## config.mk

```make
export PLATFORM = sky130hd
export DESIGN_NAME = pattern_lock_prog_flat
export DESIGN_NICKNAME = d
export VERILOG_FILES = /design/src/rtl/pattern_lock_prog_if.sv /design/src/rtl/pattern_lock_prog.sv /design/src/flat_wrapper.sv
export SDC_FILE = /design/constraint.sdc
export NUM_CORES = 1
export LEC_CHECK = 0
export BUFFER_PORTS_ARGS = -buffer_cell sky130_fd_sc_hd__buf_2
export CORE_MARGIN = 10
export CORE_UTILIZATION = 25
export DETAILED_ROUTE_END_ITERATION = 6
export GPL_TIMING_DRIVEN = 0
export PLACE_DENSITY = 0.42
export SKIP_CTS_REPAIR_TIMING = 1
export SYNTH_ARGS = -nofsm -noshare
export SYNTH_HDL_FRONTEND = slang
export SYNTH_SLANG_ARGS = --single-unit
```

## constraint.sdc

```tcl
create_clock -name clk -period 4.2 [get_ports clk]
set_input_delay 1.26 -clock clk [delete_from_list [all_inputs] [get_ports clk]]
set_output_delay 1.26 -clock clk [all_outputs]
set_load 0.005 [all_outputs]
```

## src/rtl/pattern_lock_prog_if.sv

```systemverilog
// Bus between the serial key source / actuator-enable logic and pattern_lock_prog.
// Widths are derived from the same parameters the lock core uses, so instantiate both with matching values.
interface pattern_lock_prog_if #(
  parameter int PAT_W    = 4,
  parameter int MAX_FAIL = 3
);
  logic                            in;
  logic                            in_valid;
  logic                            lock;
  logic                            pat_load;
  logic [PAT_W-1:0]                pat_in;
  logic                            out;
  logic                            lock_out;
  logic [$clog2(MAX_FAIL+1)-1:0]   fail_cnt;
  logic [$clog2(PAT_W+1)-1:0]      bit_cnt;

  modport master (
    output in, in_valid, lock, pat_load, pat_in,
    input  out, lock_out, fail_cnt, bit_cnt
  );

  modport slave (
    input  in, in_valid, lock, pat_load, pat_in,
    output out, lock_out, fail_cnt, bit_cnt
  );
endinterface

```

## src/rtl/pattern_lock_prog.sv

```systemverilog
// Serial pattern lock with a programmable key: MSB-first frames of PAT_W bits,
// unlock on match, timed lockout after MAX_FAIL consecutive mismatches.
//
// state    | meaning
// ---------+---------------------------------------------------------
// LOCKED   | collecting frame bits, comparing each full frame to key
// UNLOCKED | out high; accepts re-lock and key reload
// LOCKOUT  | lock_out high for LOCKOUT_CYCLES cycles, inputs ignored
module pattern_lock_prog #(
  parameter int               PAT_W          = 4,
  parameter logic [PAT_W-1:0] DEFAULT_PAT    = 4'b1101,
  parameter int               MAX_FAIL       = 3,
  parameter int               LOCKOUT_CYCLES = 16
) (
  input  logic                clk,
  input  logic                rst,
  pattern_lock_prog_if.slave  bus
);
  localparam int FW = $clog2(MAX_FAIL+1);
  localparam int BW = $clog2(PAT_W+1);
  localparam int TW = $clog2(LOCKOUT_CYCLES+1);

  localparam logic [FW-1:0] MAX_FAIL_C  = FW'(MAX_FAIL);
  localparam logic [BW-1:0] LAST_BIT_C  = BW'(PAT_W-1);
  localparam logic [TW-1:0] TIMER_INIT  = TW'(LOCKOUT_CYCLES-1);

  typedef enum logic [1:0] {
    LOCKED   = 2'd0,
    UNLOCKED = 2'd1,
    LOCKOUT  = 2'd2
  } state_t;

  state_t           state_q;
  logic [PAT_W-1:0] key_q;
  logic [PAT_W-1:0] shreg_q;
  logic [BW-1:0]    bit_cnt_q;
  logic [FW-1:0]    fail_cnt_q;
  logic [TW-1:0]    timer_q;
  logic             out_q;
  logic             lock_out_q;

  // Frame including the bit arriving this cycle, so the compare needs no extra cycle.
  logic [PAT_W-1:0] frame_d;
  assign frame_d = {shreg_q[PAT_W-2:0], bus.in};

  always_ff @(posedge clk) begin
    if (rst) begin
      state_q    <= LOCKED;
      key_q      <= DEFAULT_PAT;
      shreg_q    <= '0;
      bit_cnt_q  <= '0;
      fail_cnt_q <= '0;
      timer_q    <= '0;
      out_q      <= 1'b0;
      lock_out_q <= 1'b0;
    end else begin
      case (state_q)
        LOCKED: begin
          if (bus.in_valid) begin
            if (bit_cnt_q == LAST_BIT_C) begin
              bit_cnt_q <= '0;
              shreg_q   <= '0;
              if (frame_d == key_q) begin
                state_q    <= UNLOCKED;
                out_q      <= 1'b1;
                fail_cnt_q <= '0;
              end else if (fail_cnt_q + FW'(1) == MAX_FAIL_C) begin
                state_q    <= LOCKOUT;
                lock_out_q <= 1'b1;
                timer_q    <= TIMER_INIT;
                fail_cnt_q <= MAX_FAIL_C;
              end else begin
                fail_cnt_q <= fail_cnt_q + FW'(1);
              end
            end else begin
              shreg_q   <= frame_d;
              bit_cnt_q <= bit_cnt_q + BW'(1);
            end
          end
        end
        UNLOCKED: begin
          shreg_q   <= '0;
          bit_cnt_q <= '0;
          if (bus.pat_load) key_q <= bus.pat_in;
          if (bus.lock) begin
            state_q <= LOCKED;
            out_q   <= 1'b0;
          end
        end
        LOCKOUT: begin
          if (timer_q == '0) begin
            state_q    <= LOCKED;
            lock_out_q <= 1'b0;
            fail_cnt_q <= '0;
            bit_cnt_q  <= '0;
            shreg_q    <= '0;
          end else begin
            timer_q <= timer_q - TW'(1);
          end
        end
        default: begin
          state_q    <= LOCKED;
          out_q      <= 1'b0;
          lock_out_q <= 1'b0;
        end
      endcase
    end
  end

  assign bus.out      = out_q;
  assign bus.lock_out = lock_out_q;
  assign bus.fail_cnt = fail_cnt_q;
  assign bus.bit_cnt  = bit_cnt_q;
endmodule

```

## src/flat_wrapper.sv

```systemverilog
// flat-port wrapper written by rule: the top's interface ports become plain ports
module pattern_lock_prog_flat 
#(
  parameter int               PAT_W          = 4,
  parameter logic [PAT_W-1:0] DEFAULT_PAT    = 4'b1101,
  parameter int               MAX_FAIL       = 3,
  parameter int               LOCKOUT_CYCLES = 16
)
  (clk, rst, bus_in, bus_in_valid, bus_lock, bus_pat_load, bus_pat_in, bus_out, bus_lock_out, bus_fail_cnt, bus_bit_cnt);
  pattern_lock_prog_if #(.PAT_W(PAT_W), .MAX_FAIL(MAX_FAIL)) bus_i ();
  input  logic clk;
  input  logic rst;
  input wire logic [$bits(bus_i.in)-1:0] bus_in;
  input wire logic [$bits(bus_i.in_valid)-1:0] bus_in_valid;
  input wire logic [$bits(bus_i.lock)-1:0] bus_lock;
  input wire logic [$bits(bus_i.pat_load)-1:0] bus_pat_load;
  input wire logic [$bits(bus_i.pat_in)-1:0] bus_pat_in;
  output wire logic [$bits(bus_i.out)-1:0] bus_out;
  output wire logic [$bits(bus_i.lock_out)-1:0] bus_lock_out;
  output wire logic [$bits(bus_i.fail_cnt)-1:0] bus_fail_cnt;
  output wire logic [$bits(bus_i.bit_cnt)-1:0] bus_bit_cnt;
  assign bus_i.in = bus_in;
  assign bus_i.in_valid = bus_in_valid;
  assign bus_i.lock = bus_lock;
  assign bus_i.pat_load = bus_pat_load;
  assign bus_i.pat_in = bus_pat_in;
  assign bus_out = bus_i.out;
  assign bus_lock_out = bus_i.lock_out;
  assign bus_fail_cnt = bus_i.fail_cnt;
  assign bus_bit_cnt = bus_i.bit_cnt;
  pattern_lock_prog #(.PAT_W(PAT_W), .DEFAULT_PAT(DEFAULT_PAT), .MAX_FAIL(MAX_FAIL), .LOCKOUT_CYCLES(LOCKOUT_CYCLES)) u_core (.clk(clk), .rst(rst), .bus(bus_i));
endmodule
```

* After elaboration in Yosys (flattened, before gate mapping) *
Index checks and enable logic that the tools add are counted.

cells by class
  eq/ne operators = 14
  order comparisons = 0
  shift-type cells = 0
  $mul = 0
  add/subtract/negate cells = 3
  bitwise operators = 2
  mux-type cells = 37
  div/mod/pow operators = 0
  reductions and logical operators = 11

operators by type and width
  operator               number
  $mux W5                5
  $mux W2                10
  $mux W3                6
  $pmux W3 S3            2
  $reduce_and A6 Y1      2
  $pmux W5 S2            1
  $reduce_and A5 Y1      2
  $mux W1                9
  $ne A2 B1 Y1 const B   4
  $ne A2 B2 Y1 const B   4
  $pmux W1 S3            2
  $pmux W2 S3            1
  $logic_not A5 Y1       1
  $sub A5 B1 Y5 const B  1
  $eq A2 B2 Y1 const B   2
  $eq A4 B4 Y1           1
  $pmux W2 S2            1
  $reduce_and A4 Y1      1
  $add A3 B1 Y3 const B  1
  $eq A3 B2 Y1 const B   1
  $ne A3 B1 Y1 const B   1
  $reduce_and A3 Y1      1
  $reduce_bool A3 Y1     1
  $add A2 B1 Y2 const B  1
  other kinds (5)        6

word-level totals
  latch bits = 0
  ROM bits = 0
  RAM bits = 0
  memories kept = 0
  flip-flop bits (word level) = 21
  input bits = 10

* Longest topological paths before layout *
  word-level depth = 7
  mapped depth = 7
  depth with buffers taken out = 6

* Least setup slack after synthesis *
No wires, ideal clock.

  kind = input port to flip-flop
  from = input bus_in
  to = register u_core.timer_q[0]
  cell stages on the path = 4
  arrival = 2.277 ns
  path buffers = 0
  data required time = 4.086 ns
  library setup time = 0.114 ns
  path slack = 1.809 ns
  path through = xnor2_1 > a41oi_1 > o21ai_1 > a2111oi_0

between the ends
  word-level cells in the longest chain between the ends = 3

ends and longest elaborated chain
  item                                RTL line                 RTL
  start, declared                     flat_wrapper.sv:13       input wire logic [$bits(bus_i.in)-1:0] bus_in;
  $eq A4 B4 Y1                        pattern_lock_prog.sv:63  if (frame_d == key_q) begin
  $ne A2 B2 Y1 (no source line)       --
  $reduce_and A6 Y1 (no source line)  --
  end signal, assigned                pattern_lock_prog.sv:98  timer_q <= timer_q - TW'(1);
  end, declared                       pattern_lock_prog.sv:38  logic [TW-1:0] timer_q;

No other way between the ends.
A chain may end at the register's enable or synchronous reset.

* Worst setup path after layout *
  from = input bus_in_valid
  to = register u_core.timer_q[0]

between the ends
  word-level cells in the longest chain between the ends = 2

ends and longest elaborated chain
  item                                RTL line            RTL
  start, declared                     flat_wrapper.sv:14  input wire logic [$bits(bus_i.in_valid)-1:0] bus_in_valid;
  $ne A2 B2 Y1 (no source line)       --
  $reduce_and A6 Y1 (no source line)  --

No other way between the ends.

==> results.sh <==
export IMPL_status="completed"
export IMPL_final_cell_mix="dfxtp_1 (21), buf_2 (16), a21oi_1 (15)"
export IMPL_cpPeakStageDelay_ps=650
export IMPL_ys_types=41
export IMPL_ys_async_sr_fraction_pct=0
export IMPL_crit_arrival_ps=2720
export IMPL_clk_latency_ps=270
export IMPL_seq_area_frac_synth_pct=34.0
export IMPL_synth_xor_area_share_pct=2.83
export IMPL_grt_max_degree=12
export IMPL_fp_coreArea_mm2=0.00475
export IMPL_drtIter0Drc=98
export IMPL_drc=0
export IMPL_routed_wl_met3_um=158
export IMPL_synth_area_per_cell_um2=8.65
export IMPL_synth_mux_area_share_pct=1.62
export IMPL_die_area_mm2=0.00816
export IMPL_dieWidth_um=90.4
export IMPL_ys_ff_latch=21
export IMPL_synth_edf_count=0
export IMPL_synth_compound_area_share_pct=24.9
export IMPL_hold_violations=0
export IMPL_crit_buf_inv=1
export IMPL_period_minus_slack_ps=2560
export IMPL_dieHeight_um=90.4
export IMPL_syn_cell_area_mm2=0.00124
export IMPL_gr_total_overflow=0
export IMPL_cts_buffers=3
export IMPL_highest_signal_layer="met4"
export IMPL_avgViaCountPerCell=4.82
export IMPL_fin_nets=181
export IMPL_clock_path_buffers=2
export IMPL_cts_sinks=21
export IMPL_crit_path_cell_trace="buf_2, nand4b_1, a41oi_1, o21ai_1, a2111oi_0"
export IMPL_max_freq_ghz=0.390
export IMPL_synth_simple_area_share_pct=24.5
export IMPL_diodes=0
export IMPL_wl_met2_um=1460
export IMPL_wire_per_inst_um=14.0
export IMPL_path_max_fanout=7
export IMPL_place_congestion=0.789
export IMPL_synth_top_cell_area_share_pct=34.0
export IMPL_fin_crit_sh_pct=61.1
export IMPL_ys_flop_type="dfxtp_1"
export IMPL_crit_required_ps=4350
export IMPL_io_pins=17
export IMPL_cap_violations=0
export IMPL_final_common_cell="dfxtp_1"
export IMPL_initial_core_util_pct=26.0
export IMPL_cp_start_kind="input pin"
export IMPL_cts_tree="done"
export IMPL_grt_pass1_vias=1107
export IMPL_hold_path_class="register to register"
export IMPL_drive_above_1_share_pct=14.7
export IMPL_clkTransAtPathRegs_ps=80
export IMPL_setup_tns_ps=0
export IMPL_fin_worst_skew_ps=9.38
export IMPL_dp_hpwl_um=2490
export IMPL_cts_htree_levels=1
export IMPL_cpMaxStageDelayCell="a41oi_1"
export IMPL_first_pass_iters=4
export IMPL_ant_nets=0
export IMPL_power_total_mw=0.511
export IMPL_yosys_warnings=0
export IMPL_synth_top_area_cell="dfxtp_1"
export IMPL_power_density_mw_per_mm2=353
export IMPL_crit_type="input pin to register"
export IMPL_rsz0062_at_grt="no"
export IMPL_vdd_drop_max_mv=0.161
export IMPL_track_usage_pct=8.06
export IMPL_synth_cells=143
export IMPL_slew_headroom_pct=49.0
export IMPL_portBuffers=16
export IMPL_grt_pass1_wl_um=5420
export IMPL_vias=1108
export IMPL_leakagePower_nw=0.557
export IMPL_area_delta_synth_final_pct=16.9
export IMPL_wirelength_met1_um=1590
export IMPL_finalSetupViolations=0
export IMPL_antenna_found_initial=0
export IMPL_routed_wl_um=3230
export IMPL_synth_top_family_by_area="compound AO/OA/AOI/OAI gates"
export IMPL_cts_root_buf="clkbuf_8"
export IMPL_fp_row_count=25
export IMPL_crit_path_end_kind="register"
export IMPL_syn_nets=160
export IMPL_path_delay_family="compound AO/OA/AOI/OAI gates"
export IMPL_tightestPinTransition_ps=755
export IMPL_ys_top_cells_by_area="dfxtp_1 (34%), ha_1 (7.1%), a21oi_1 (6.1%)"
export IMPL_synth_adder_area_share_pct=7.08
export IMPL_slew_violations=0
==> per-stage QoR <==
| stage | util [%] | setup slack [ps] | hold WS [ps] | instance area (µm²) | std cells |
|---|---|---|---|---|---|
| floorplan | - | 1810 | 450 | 1240 | 143 |
| global placement | 29.5 | 1390 | 470 | 1400 | 226 |
| detailed placement | 29.5 | 1380 | 474 | 1400 | 226 |
| CTS | 30.4 | 1660 | 484 | 1450 | 230 |
| global route | 30.4 | 1480 | 511 | 1450 | 230 |
| finish | 30.4 | 1640 | 478 | 1450 | 230 |
==> cell families after synthesis <==
| kind of cell | count (synthesis) |
|---|---|
| flops | 21 |
| compound gates | 42 |
| fa+ha+maj | 7 |
| buf+inv | 16 |
| simple gates | 51 |
| mux | 2 |
| xor+xnor | 4 |
==> registers in the layout, indices dropped and copies added, names as in the netlist <==
name,cells
u_core.bus.lock_out,1
u_core.bus.out,1
u_core.state_q,2
u_core.bus.bit_cnt,3
u_core.bus.fail_cnt,2
u_core.key_q,4
u_core.shreg_q,3
u_core.timer_q,5
==> synth_stat cells (all sizes together) (2+ instances only) <==
master	instances
a211o	3
a211oi	3
a21oi	15
a221oi	2
and3	3
and3b	2
clkbuf	6
dfxtp	21
ha	7
inv	9
mux2i	2
nand2	5
nand2b	6
nand3	7
nand4	4
nand4b	2
nor2	6
nor2b	3
nor3	4
o21ai	8
o311ai	3
or2	2
xnor2	4
==> worst register-to-register path, cell delays in order (launching register included) <==
cell and delay, ps:
dfxtp_1 340, inv_1 60, ha_1 240, nand4b_1 210, a41oi_1 650, o21ai_1 120, a2111oi_0 400
==> path summary, 6_finish.rpt <==
| path | from | cells after the start | slack (ps) | endpoint |
|---|---|---|---|---|
| max | bus_in_valid | 5 | 1640 | u_core.timer_q[0] |
| min | u_core.key_q[1] | 2 | 480 | u_core.key_q[1] |
| max reg2reg | u_core.bus.fail_cnt[0] | 6 | 2080 | u_core.timer_q[0] |
| min reg2reg | u_core.key_q[1] | 2 | 480 | u_core.key_q[1] |
==> power by group <==
| group | total, mW | switching [mW] | internal (mW) |
|---|---|---|---|
| Clock | 0.137 | 0.0696 | 0.0677 |
| Sequential | 0.227 | 0.0125 | 0.214 |
| Combinational | 0.147 | 0.0854 | 0.0613 |
| Total | 0.511 | 0.167 | 0.343 |
==> metal layers <==
metal,vias to the layer above,GRT usage [%]
met4,0,2.25
li1,573,-
met3,2,2.91
met2,22,12.9
met5,-,0
met1,511,9.89
==> layout make-up <==
cell class	count	area (µm²)
Inverter	9	33.8
Multi-Input combinational cell	106	753
Tap cell	67	83.8
Sequential cell	21	420
Clock buffer	4	45.0
Fill cell	563	3310
Buffer	7	30.0
Timing Repair Buffer	16	80.1
No activity file was read; power rests on OpenSTA's default activity.
